**src/rtl/kuuga_cache_pkg.sv**
```systemverilog
// Shared types and constants for the cache refill path.
// Latency: n/a (types, constants and a pure helper function only).
// Backpressure: n/a.
package kuuga_cache_pkg;

    typedef enum logic [1:0] {
        IDLE = 2'd0,
        AR   = 2'd1,
        R    = 2'd2,
        RESP = 2'd3
    } refill_state_t;

    localparam logic [1:0] AXI_BURST_INCR = 2'b01;
    localparam logic [1:0] AXI_RESP_OKAY  = 2'b00;

    // Clear the byte-offset-within-line bits; line_bytes must be a power of two.
    function automatic logic [63:0] line_align(input logic [63:0] addr, input int unsigned line_bytes);
        return addr & ~(64'(line_bytes) - 64'd1);
    endfunction

endpackage

```
**src/rtl/cc_line_buffer.sv**
```systemverilog
// Line assembly register file: one word written per accepted beat, whole line read in parallel.
// Latency: a write is visible on line the cycle after wr_en.
// Backpressure: none; accepts a write every cycle.
module cc_line_buffer #(
    parameter int DATA_WIDTH = 32,
    parameter int LINE_WORDS = 4,
    localparam int IDX_W     = $clog2(LINE_WORDS)
) (
    input  logic                             clk,
    input  logic                             rst,
    input  logic                             wr_en,
    input  logic [IDX_W-1:0]                 wr_idx,
    input  logic [DATA_WIDTH-1:0]            wr_data,
    output logic [LINE_WORDS*DATA_WIDTH-1:0] line
);

    logic [LINE_WORDS-1:0][DATA_WIDTH-1:0] words_q, words_d;

    // Word-indexed write; unwritten words keep the previous line's contents.
    always_comb begin
        words_d = words_q;
        for (int i = 0; i < LINE_WORDS; i++) begin
            if (wr_en && wr_idx == IDX_W'(i)) begin
                words_d[i] = wr_data;
            end
        end
    end

    // Storage registers, cleared on reset.
    always_ff @(posedge clk) begin
        if (rst) begin
            words_q <= '0;
        end else begin
            words_q <= words_d;
        end
    end

    assign line = words_q;

endmodule

```
**src/rtl/cc_line_refill_engine.sv**
```systemverilog
// AXI4 read-burst refill master: fetches one cache line per miss as an INCR burst (CC_REFILL_PERF_EN adds perf counters).
// Latency: accept -> arvalid 1 cycle, last beat -> resp_valid 1 cycle; accept..resp spans LINE_WORDS+3 cycles best case.
// Backpressure: req_ready only in IDLE; arready stalls and rvalid gaps of any length are absorbed.
module cc_line_refill_engine
    import kuuga_cache_pkg::*;
#(
    parameter int         ADDR_WIDTH = 32,
    parameter int         DATA_WIDTH = 32,
    parameter int         LINE_WORDS = 4,
    parameter logic [3:0] AXI_ID     = 4'd0
) (
    input  logic                             clk,
    input  logic                             rst,
    input  logic                             req_valid,
    output logic                             req_ready,
    input  logic [ADDR_WIDTH-1:0]            req_addr,
    output logic                             resp_valid,
    output logic [ADDR_WIDTH-1:0]            resp_addr,
    output logic [LINE_WORDS*DATA_WIDTH-1:0] resp_line,
    output logic                             resp_err,
    output logic [3:0]                       m_axi_arid,
    output logic [ADDR_WIDTH-1:0]            m_axi_araddr,
    output logic [7:0]                       m_axi_arlen,
    output logic [2:0]                       m_axi_arsize,
    output logic [1:0]                       m_axi_arburst,
    output logic                             m_axi_arvalid,
    input  logic                             m_axi_arready,
    input  logic [DATA_WIDTH-1:0]            m_axi_rdata,
    input  logic [1:0]                       m_axi_rresp,
    input  logic                             m_axi_rlast,
    input  logic                             m_axi_rvalid,
    output logic                             m_axi_rready
`ifdef CC_REFILL_PERF_EN
    ,
    output logic [31:0]                      perf_refills,
    output logic [31:0]                      perf_stall_cycles,
    output logic [15:0]                      perf_errors
`endif
);

    localparam int         IDX_W      = $clog2(LINE_WORDS);
    localparam int         LINE_BYTES = LINE_WORDS * DATA_WIDTH / 8;
    localparam logic [2:0] AR_SIZE    = 3'($clog2(DATA_WIDTH / 8));

    refill_state_t         state_q, state_d;
    logic [ADDR_WIDTH-1:0] line_addr_q, line_addr_d;
    logic [IDX_W-1:0]      beat_cnt_q, beat_cnt_d;
    logic                  err_q, err_d;
    logic                  beat_fire;
    logic                  last_idx;

    assign beat_fire = (state_q == R) && m_axi_rvalid;
    assign last_idx  = (beat_cnt_q == IDX_W'(LINE_WORDS - 1));

    // Refill FSM: latch the aligned line address, issue AR, collect beats, pulse the response.
    always_comb begin
        state_d     = state_q;
        line_addr_d = line_addr_q;
        beat_cnt_d  = beat_cnt_q;
        err_d       = err_q;
        unique case (state_q)
            IDLE: begin
                if (req_valid) begin
                    line_addr_d = ADDR_WIDTH'(line_align(64'(req_addr), LINE_BYTES));
                    err_d       = 1'b0;
                    beat_cnt_d  = '0;
                    state_d     = AR;
                end
            end
            AR: begin
                if (m_axi_arready) begin
                    state_d = R;
                end
            end
            R: begin
                if (m_axi_rvalid) begin
                    beat_cnt_d = beat_cnt_q + IDX_W'(1);
                    // Bad response, or rlast disagreeing with the expected last beat, poisons the line.
                    if (m_axi_rresp != AXI_RESP_OKAY || m_axi_rlast != last_idx) begin
                        err_d = 1'b1;
                    end
                    if (m_axi_rlast || last_idx) begin
                        state_d = RESP;
                    end
                end
            end
            RESP: begin
                state_d = IDLE;
            end
            default: state_d = IDLE;
        endcase
    end

    // FSM and refill context registers; reset abandons any burst in flight.
    always_ff @(posedge clk) begin
        if (rst) begin
            state_q     <= IDLE;
            line_addr_q <= '0;
            beat_cnt_q  <= '0;
            err_q       <= 1'b0;
        end else begin
            state_q     <= state_d;
            line_addr_q <= line_addr_d;
            beat_cnt_q  <= beat_cnt_d;
            err_q       <= err_d;
        end
    end

    cc_line_buffer #(
        .DATA_WIDTH (DATA_WIDTH),
        .LINE_WORDS (LINE_WORDS)
    ) u_line_buffer (
        .clk     (clk),
        .rst     (rst),
        .wr_en   (beat_fire),
        .wr_idx  (beat_cnt_q),
        .wr_data (m_axi_rdata),
        .line    (resp_line)
    );

    assign req_ready     = (state_q == IDLE);
    assign resp_valid    = (state_q == RESP);
    assign resp_addr     = line_addr_q;
    assign resp_err      = err_q;
    assign m_axi_arid    = AXI_ID;
    assign m_axi_araddr  = line_addr_q;
    assign m_axi_arlen   = 8'(LINE_WORDS - 1);
    assign m_axi_arsize  = AR_SIZE;
    assign m_axi_arburst = AXI_BURST_INCR;
    assign m_axi_arvalid = (state_q == AR);
    assign m_axi_rready  = (state_q == R);

`ifdef CC_REFILL_PERF_EN
    logic [31:0] perf_refills_q, perf_refills_d;
    logic [31:0] perf_stall_q, perf_stall_d;
    logic [15:0] perf_errors_q, perf_errors_d;

    // Saturating counters: completed refills, AR/R wait cycles, errored refills.
    always_comb begin
        perf_refills_d = perf_refills_q;
        perf_stall_d   = perf_stall_q;
        perf_errors_d  = perf_errors_q;
        if (state_q == RESP && perf_refills_q != '1) begin
            perf_refills_d = perf_refills_q + 32'd1;
        end
        if (((state_q == AR && !m_axi_arready) || (state_q == R && !m_axi_rvalid)) && perf_stall_q != '1) begin
            perf_stall_d = perf_stall_q + 32'd1;
        end
        if (state_q == RESP && err_q && perf_errors_q != '1) begin
            perf_errors_d = perf_errors_q + 16'd1;
        end
    end

    // Counter registers, cleared on reset.
    always_ff @(posedge clk) begin
        if (rst) begin
            perf_refills_q <= '0;
            perf_stall_q   <= '0;
            perf_errors_q  <= '0;
        end else begin
            perf_refills_q <= perf_refills_d;
            perf_stall_q   <= perf_stall_d;
            perf_errors_q  <= perf_errors_d;
        end
    end

    assign perf_refills      = perf_refills_q;
    assign perf_stall_cycles = perf_stall_q;
    assign perf_errors       = perf_errors_q;
`endif

endmodule

```
**config.mk**
```make
export PLATFORM = sky130hd
export DESIGN_NAME = cc_line_refill_engine
export DESIGN_NICKNAME = d
export VERILOG_FILES = /design/src/rtl/kuuga_cache_pkg.sv /design/src/rtl/cc_line_buffer.sv /design/src/rtl/cc_line_refill_engine.sv
export SDC_FILE = /design/constraint.sdc
export NUM_CORES = 1
export LEC_CHECK = 0
export CAP_MARGIN = 20
export CORE_MARGIN = 5
export CORE_UTILIZATION = 42
export CTS_CLUSTER_DIAMETER = 200
export DETAILED_ROUTE_END_ITERATION = 6
export GPL_TIMING_DRIVEN = 1
export HOLD_SLACK_MARGIN = 0.08
export PLACE_DENSITY = 0.81
export RECOVER_POWER = 100
export REMOVE_ABC_BUFFERS = 1
export SLEW_MARGIN = 20
export SYNTH_ARGS = -nofsm -noshare
export SYNTH_HDL_FRONTEND = slang
export SYNTH_SLANG_ARGS = --single-unit
export TNS_END_PERCENT = 10
```
**constraint.sdc**
```tcl
create_clock -name clk -period 1.8 [get_ports clk]
set_input_delay 0.36 -clock clk [delete_from_list [all_inputs] [get_ports clk]]
set_output_delay 0.36 -clock clk [all_outputs]
set_load 0.01 [all_outputs]
```
After elaboration in Yosys (flattened, before gate mapping):

Cells that the tools add are included.

* bits in registers: 161
* input port bits: 72
* logic and storage cells: 48
* output and inout bits: 214

* reductions and logical operators: 15
* equal/unequal tests: 12
* multiplexer cells: 12
* add/sub/neg operators: 1

Operator list (number)
* $mux 2: 6
* $eq 2x2->1 const B: 4
* $pmux 2 s4: 1
* $reduce_and 4->1: 2
* $ne 2x1->1 const B: 3
* $logic_and 1x1->1: 5
* $eq 2x1->1 const B: 2
* $logic_not 2->1: 2
* $ne 2x2->1 const B: 2
* $pmux 2 s2: 1
* $reduce_bool 2->1: 2
* $mux 1: 3
* $reduce_and 3->1: 1
* $add 2x1->2 const B: 1
* $logic_or 1x1->1: 2
* $pmux 1 s2: 1
* $reduce_and 2->1: 1
* $ne 1x1->1: 1

Logic depth before layout (Yosys ltp):

Gate-level depths: netlist of the first run.

* word-level depth: 6
* mapped depth: 7

Hierarchy:

From an unflattened synthesis of the first run, not the netlist that was laid out.

* cells, all modules: 668
* area total of the unflattened synthesis: 6794.0 um^2

By module, submodules not included
* cc_line_buffer: area each 5063.6 um^2, cells an instance 454, times used 1
* cc_line_refill_engine: area each 1730.4 um^2, cells an instance 214, times used 1

Worst setup path after synthesis of the first run:

Ideal clock, no wire load.

* path type: flip-flop to flip-flop
* start point: register beat_cnt_q[1]
* end point: register err_q, in the netlist resp_err
* cell stages (with the launch flop): 7
* arrival time: 1.335 ns
* slack: 0.332 ns
* setup time: 0.132 ns
* data required time: 1.668 ns
* clock period less this slack: 1.468 ns
* path through: dfxtp_1 -> ha_1 -> inv_1 -> ha_1 -> nor4b_4 -> mux2i_1 -> a21oi_1

* cells in the longest elaborated chain, start to end: 5

Ends and longest elaborated chain
* start: declaration: RTL line cc_line_refill_engine.sv:47 `logic [IDX_W-1:0] beat_cnt_q, beat_cnt_d;`
* start signal: assignment: RTL line cc_line_refill_engine.sv:104 `beat_cnt_q <= beat_cnt_d;`
* $eq 2x2->1: RTL line cc_line_refill_engine.sv:53 `assign last_idx = (beat_cnt_q == IDX_W'(LINE_WORDS - 1));`
* $ne 1x1->1: RTL line cc_line_refill_engine.sv:79 `if (m_axi_rresp != AXI_RESP_OKAY || m_axi_rlast != last_idx) begin`
* $logic_or 1x1->1: RTL line cc_line_refill_engine.sv:79
* $ne 2x1->1 (no source line)
* $reduce_and 4->1 (no source line)
* end signal: assignment: RTL line cc_line_refill_engine.sv:105 `err_q <= err_d;`
* end: declaration: RTL line cc_line_refill_engine.sv:48 `logic err_q, err_d;`

No other way between the ends.
A chain may end at the register's enable or synchronous reset.

Final worst setup path of the first run:

* start point: register line_addr_q[10], in the netlist m_axi_araddr[10]
* end point: output port m_axi_araddr[10]

RTL lines
* start: declaration: RTL line cc_line_refill_engine.sv:46 `logic [ADDR_WIDTH-1:0] line_addr_q, line_addr_d;`
* start signal: assignment: RTL line cc_line_refill_engine.sv:103 `line_addr_q <= line_addr_d;`
* end: declaration: RTL line cc_line_refill_engine.sv:22 `output logic [ADDR_WIDTH-1:0] m_axi_araddr,`

No word-level cell between the ends.

==> results of run 1 <==
## logic make-up (layout without fill, tap and decap cells)
logic type / count (synthesis) / count (layout)
compound gates: 161 / 161
fa+ha+maj: 10 / 10
buf+inv: 113 / 310
flops: 161 / 161
mux: 3 / 3
other cells: 2 / 25
simple gates: 332 / 332
## final cells by class
| class | count | area (um2) | area share |
|---|---|---|---|
| inverters | 7 | 26.3 | 0.00284 |
| clock buffers | 20 | 447 | 0.0483 |
| clock inverters | 12 | 158 | 0.0171 |
| well taps | 184 | 230 | 0.0249 |
| repair buffers | 271 | 2800 | 0.303 |
| flip-flops and latches | 161 | 3230 | 0.349 |
| multi-input cells | 531 | 2350 | 0.254 |
## stage by stage
step | area, um2 | instances | setup slack (ns)
floorplan | 5610 | 699 | -0.0691
global placement | 8670 | 1154 | -0.0202
detailed placement | 8670 | 1154 | -0.0213
CTS | 9270 | 1186 | 0.00475
finish | 9240 | 1186 | 0.0577
global route | 9240 | 1186 | 0.00817
## power by group through the flow
stage,Clock [mW],Sequential (mW),Combinational (mW)
2_1_floorplan,0,4.17,0.693
4_1_cts,3.74,3.98,2.16
6_report,3.68,3.98,2.07
3_3_place_gp,0,4.04,2.15
3_5_place_dp,0,4.04,2.17
5_1_grt,3.89,4.01,2.26
## worst max path at each step
stage | start | cells past startpoint | slack, ns | to
final | m_axi_araddr[10] | 1 | 0.06 | m_axi_araddr[10]
after global routing | m_axi_araddr[4] | 1 | 0.008 | m_axi_araddr[4]
after CTS | state_q[0] | 3 | 0.005 | req_ready
after detailed placement | m_axi_rlast | 6 | -0.02 | resp_err
after global placement | m_axi_rlast | 6 | -0.02 | resp_err
after floorplan | state_q[0] | 5 | -0.07 | u_line_buffer.line[0]
## sequential cells by signal (all words and copies together) (netlist names)
name	flops
u_line_buffer.line	128
m_axi_araddr	28
beat_cnt_q	2
state_q	2
resp_err	1
## cell usage after synthesis
| library cell | count | area share |
|---|---|---|
| clkbuf_1 | 16 | 0.0096 |
| and2_1 | 1 | 0.0010 |
| o2111ai_2 | 1 | 0.0024 |
| nor3_1 | 1 | 0.00080 |
| o211ai_1 | 1 | 0.0012 |
| ha_1 | 10 | 0.020 |
| dfxtp_1 | 161 | 0.51 |
| mux2i_1 | 3 | 0.0048 |
| inv_1 | 7 | 0.0042 |
| a22oi_1 | 1 | 0.0012 |
| buf_2 | 16 | 0.013 |
| conb_1 | 2 | 0.0012 |
| buf_6 | 13 | 0.023 |
| nand3_1 | 4 | 0.0032 |
| nand2_1 | 315 | 0.19 |
| and3_1 | 5 | 0.0050 |
| a211oi_1 | 1 | 0.0012 |
| nor4b_4 | 1 | 0.0038 |
| buf_4 | 61 | 0.073 |
| nand2b_1 | 2 | 0.0020 |
| nor2_1 | 3 | 0.0018 |
| a21oi_1 | 157 | 0.13 |
## what timing repair did
item	CTS	global route
endpoints found under the hold margin	0	0
setup endpoints to repair	6	6
gates resized for setup	8	6
## per-layer routing
metal,GRT usage,vias to the layer above,routed length [um]
met5,0,-,0
met4,0.0645,0,225
met3,0.0695,14,1600
met2,0.362,246,9340
met1,0.246,2674,7830
li1,-,2838,-
==> flow_metrics.tcl, run 1 <==
set metrics [dict create \
    via_per_inst 4.87 \
    io_buffers 256 \
    timing.rr.start "state_q[0]" \
    worstSetupStartpointType "flop" \
    syn_area_per_cell_um2 8.02 \
    power_density_mw_per_mm2 1050 \
    worst_clock_skew_ns 0.0109 \
    hp-start "rst" \
    nFillCells 1221 \
    arrival_ns 1.38 \
    die_width_um 132 \
    power.switching_mw 2.69 \
    drtIter0Drc 297 \
    worstHoldEndpoint "u_line_buffer.line[97]" \
    ys_types 22 \
    end_kind "output pin" \
    pin_count 286 \
    slowest_delay_ns 0.57 \
    drive_gt1_frac 0.0519 \
    core_area_mm2 0.0146 \
    seqPwrFrac 0.409 \
    hold_path_depth 2 \
    period_share 0.968 \
    drv_slew 0 \
    hold_path.class "input port to flop" \
    critPathMaxFanout 3 \
    synthMuxAreaShare 0.00479 \
    antenna_found_initial 0 \
    area_growth_pct 47.4 \
    clockBufferDepth 2 \
    ys_warn_count 0 \
    syn_inst 782 \
    power.total_mw 9.73 \
    clkLatencyLatePin_ns 0.42 \
    whs_ns 0.318 \
    pwr-share-clk 0.378 \
    fin_nets 1071 \
    path_class "flop to output pin" \
    reg2regPathDepth 7 \
    synth_compound_area_frac 0.131 \
    path_clk_slew_ns 0.06 \
    drtAntennaViolNets 0 \
    switching_share 0.276 \
    grt_usage 0.209 \
    p_leak_nw 3.58 \
    post-cts-setup-buffers 0 \
    antenna_cells 0 \
    crit_family "buffers and inverters" \
    status "complete, no violations" \
    cts_htree_levels 4 \
    fmax_mhz 574 \
    wirelength_um 19000 \
    grt_pass1_vias 5576 \
    hold_viol 0 \
    grt_first_pass_wirelength_um 29400 \
    rows 44 \
    power_frac_comb 0.213 \
    path_cells "clkdlybuf4s50_1" \
    fin_setup_tns_ns 0 \
    rsz0062_at_grt "false" \
    first_pass_iters 5 \
    grt_max_degree 63 \
    hpwl_um 12600 \
    timing.rr.end "u_line_buffer.line[32]" \
    numCtsBuffers 17 \
    finalSetupViolCount 0 \
    start_util 0.430 \
    layout_commonest_cell "nand2_1" \
    period_needed_ns 1.74 \
    synth_seq_cells 161 \
    maxCapViolCount 0 \
    crit_required_ns 1.44 \
    die_area_mm2 0.0175 \
    intPower_mw 7.04 \
    peakVddDrop_v 0.000638 \
    seq_area_frac_synth 0.514 \
    drc 0 \
    synth_top_family_by_area "simple AND/OR/NAND/NOR gates" \
    reg2reg_slack_ns 0.16 \
    clock_sinks 161 \
    mostFrequentLayoutCells "nand2_1, a21oi_1, dfxtp_1" \
    wire_per_inst_um 16.0 \
    synthAdderAreaFrac 0.0199 \
    final_core_util 0.634 \
    fp.dieH_um 132 \
    vias 5772 \
    syn-cell-area_mm2 0.00627 \
    overflow 0 \
    synth-xor-area-share 0 \
    gp_congestion 0.778 \
    cts_tree "yes" \
    slowest_stage "clkdlybuf4s50_1" \
    cts_root_buf "clkbuf_16" \
    path_buf_inv 1 \
    yosys.area_share.simple 0.206 \
    cts.hold.buffers_added 0 \
]
(Power assumes the default switching activity.)
==> run 2: changes to the inputs <==
Settings changed: CORE_UTILIZATION 42 to 38, PLACE_DENSITY 0.81 to 0.77.
Clock period 1.8 ns to 1.6 ns, I/O delays scaled along.
==> flow_metrics.tcl, run 2 (same netlist as run 1, synthesis figures left out) <==
set metrics [dict create \
    status "complete, no violations" \
    grtUsageMet2 0.334 \
    clockBufferDepth 2 \
    path_clk_slew_ns 0.06 \
    drtIter0Drc 259 \
    numCtsBuffers 17 \
    via_per_inst 4.72 \
    worstSetupStartpointType "flop" \
    dp.cells 1199 \
    whs_ns 0.279 \
    hold_viol 0 \
    hpwl_um 13000 \
    start_util 0.382 \
    worst_clock_skew_ns 0.00909 \
    area_growth_pct 45.7 \
    die_area_mm2 0.0192 \
    largest_reg_flops 128 \
    power.switching_mw 3.13 \
    arrival_ns 1.25 \
    timing.rr.start "beat_cnt_q[0]" \
    power_frac_comb 0.208 \
    hp-start "rst" \
    drtAntennaViolNets 0 \
    grt_pass1_vias 5720 \
    power.total_mw 10.6 \
    grt_max_degree 66 \
    finalSetupViolCount 0 \
    end_kind "output pin" \
    die_width_um 138 \
    reg2regPathDepth 6 \
    hold_path_depth 2 \
    cts_tree "yes" \
    period_needed_ns 1.57 \
    fin_nets 1080 \
    antenna_found_initial 0 \
    busiest_layer "met2" \
    drv_slew 0 \
    clock_sinks 161 \
    reg2reg_slack_ns 0.05 \
    rows 47 \
    maxCapViolCount 0 \
    period_share 0.980 \
    worstHoldEndpoint "u_line_buffer.line[38]" \
    switching_share 0.296 \
    cts_htree_levels 4 \
    gp_congestion 0.763 \
    grt_first_pass_wirelength_um 29800 \
    post-cts-setup-buffers 0 \
    pwr-share-clk 0.370 \
    fmax_mhz 638 \
    first_pass_iters 4 \
    intPower_mw 7.43 \
    slowest_stage "dfxtp_2" \
    timing.rr.end "resp_err" \
    antenna_cells 0 \
    overflow 0 \
    slowest_delay_ns 0.35 \
    final_core_util 0.557 \
    wirelength_um 19200 \
    drc 0 \
    crit_required_ns 1.28 \
    mostFrequentLayoutCells "nand2_1, dlygate4sd2_1, a21oi_1" \
    cts_root_buf "clkbuf_16" \
    peakVddDrop_v 0.000715 \
    seqPwrFrac 0.422 \
    vias 5815 \
    critPathMaxFanout 5 \
    p_leak_nw 4.10 \
    stdcell_count 1231 \
    pin_count 286 \
    io_buffers 256 \
    path_cells "inv_1 > ha_2 > clkbuf_2" \
    use_met3 0.0680 \
    power_density_mw_per_mm2 1160 \
    wire_per_inst_um 15.6 \
    grt_use_met1 0.223 \
    drive_gt1_frac 0.0772 \
    startpoint "state_q[1]" \
    clkLatencyLatePin_ns 0.42 \
    rsz0062_at_grt "true" \
    grt_usage 0.192 \
    hold_path.class "input port to flop" \
    fp.dieH_um 138 \
    layout_commonest_cell "nand2_1" \
    path_class "flop to output pin" \
    core_area_mm2 0.0164 \
]
[run 2: layout make-up]
cell class,instances,area [um2]
Clock inverter,14,129
Inverter,7,26.3
Timing Repair Buffer,280,2630
Clock buffer,18,439
Multi-Input combinational cell,531,2410
Tap cell,220,275
Fill cell,1572,7270
Sequential cell,161,3230
[run 2: worst max-delay path by stage]
stage / endpoint / slack [ns] / cells after the start
after global placement: resp_err / -0.18 / 6
final: req_ready / 0.03 / 3
after CTS: req_ready / -0.09 / 3
after floorplan: u_line_buffer.line[0] / -0.27 / 5
after global routing: resp_err / -0.04 / 6
after detailed placement: resp_err / -0.24 / 6
[run 2: power groups by stage]
stage | clock network [mW] | registers [mW] | logic [mW]
detailed placement | 0 | 4.54 | 2.49
global route | 4.15 | 4.50 | 2.41
CTS | 3.98 | 4.46 | 2.24
finish | 3.90 | 4.46 | 2.20
global placement | 0 | 4.54 | 2.46
floorplan | 0 | 4.69 | 0.780
[run 2: routing by layer]
layer  up-vias  wire length [um]
li1       2862                 -
met2       251              9480
met1      2672              7780
met5         -                 0
met4         0               376
met3        30              1580
[run 2: timing repair]
action	in CTS	in global routing
resized for setup	206	7
gates cloned	0	0
hold buffers	0	0
endpoints found under the setup margin	189	16
pin swaps	0	1
[run 2: critical path: cells and delay by family (launching register included)]
family / cells / cell delay, ns
buffers and inverters: 2 / 0.25
adders and majority gates: 1 / 0.23
DFF: 1 / 0.35
[run 2: metrics by stage]
step           area (um2)  worst slack (ns)  setup TNS, ns
2_1_floorplan        5610            -0.269         -34.44
3_3_place_gp         8790            -0.185          -9.88
3_5_place_dp         8790            -0.241         -12.11
4_1_cts              9130           -0.0928         -0.100
5_1_grt              9140           -0.0434         -0.150
6_report             9140            0.0318              0
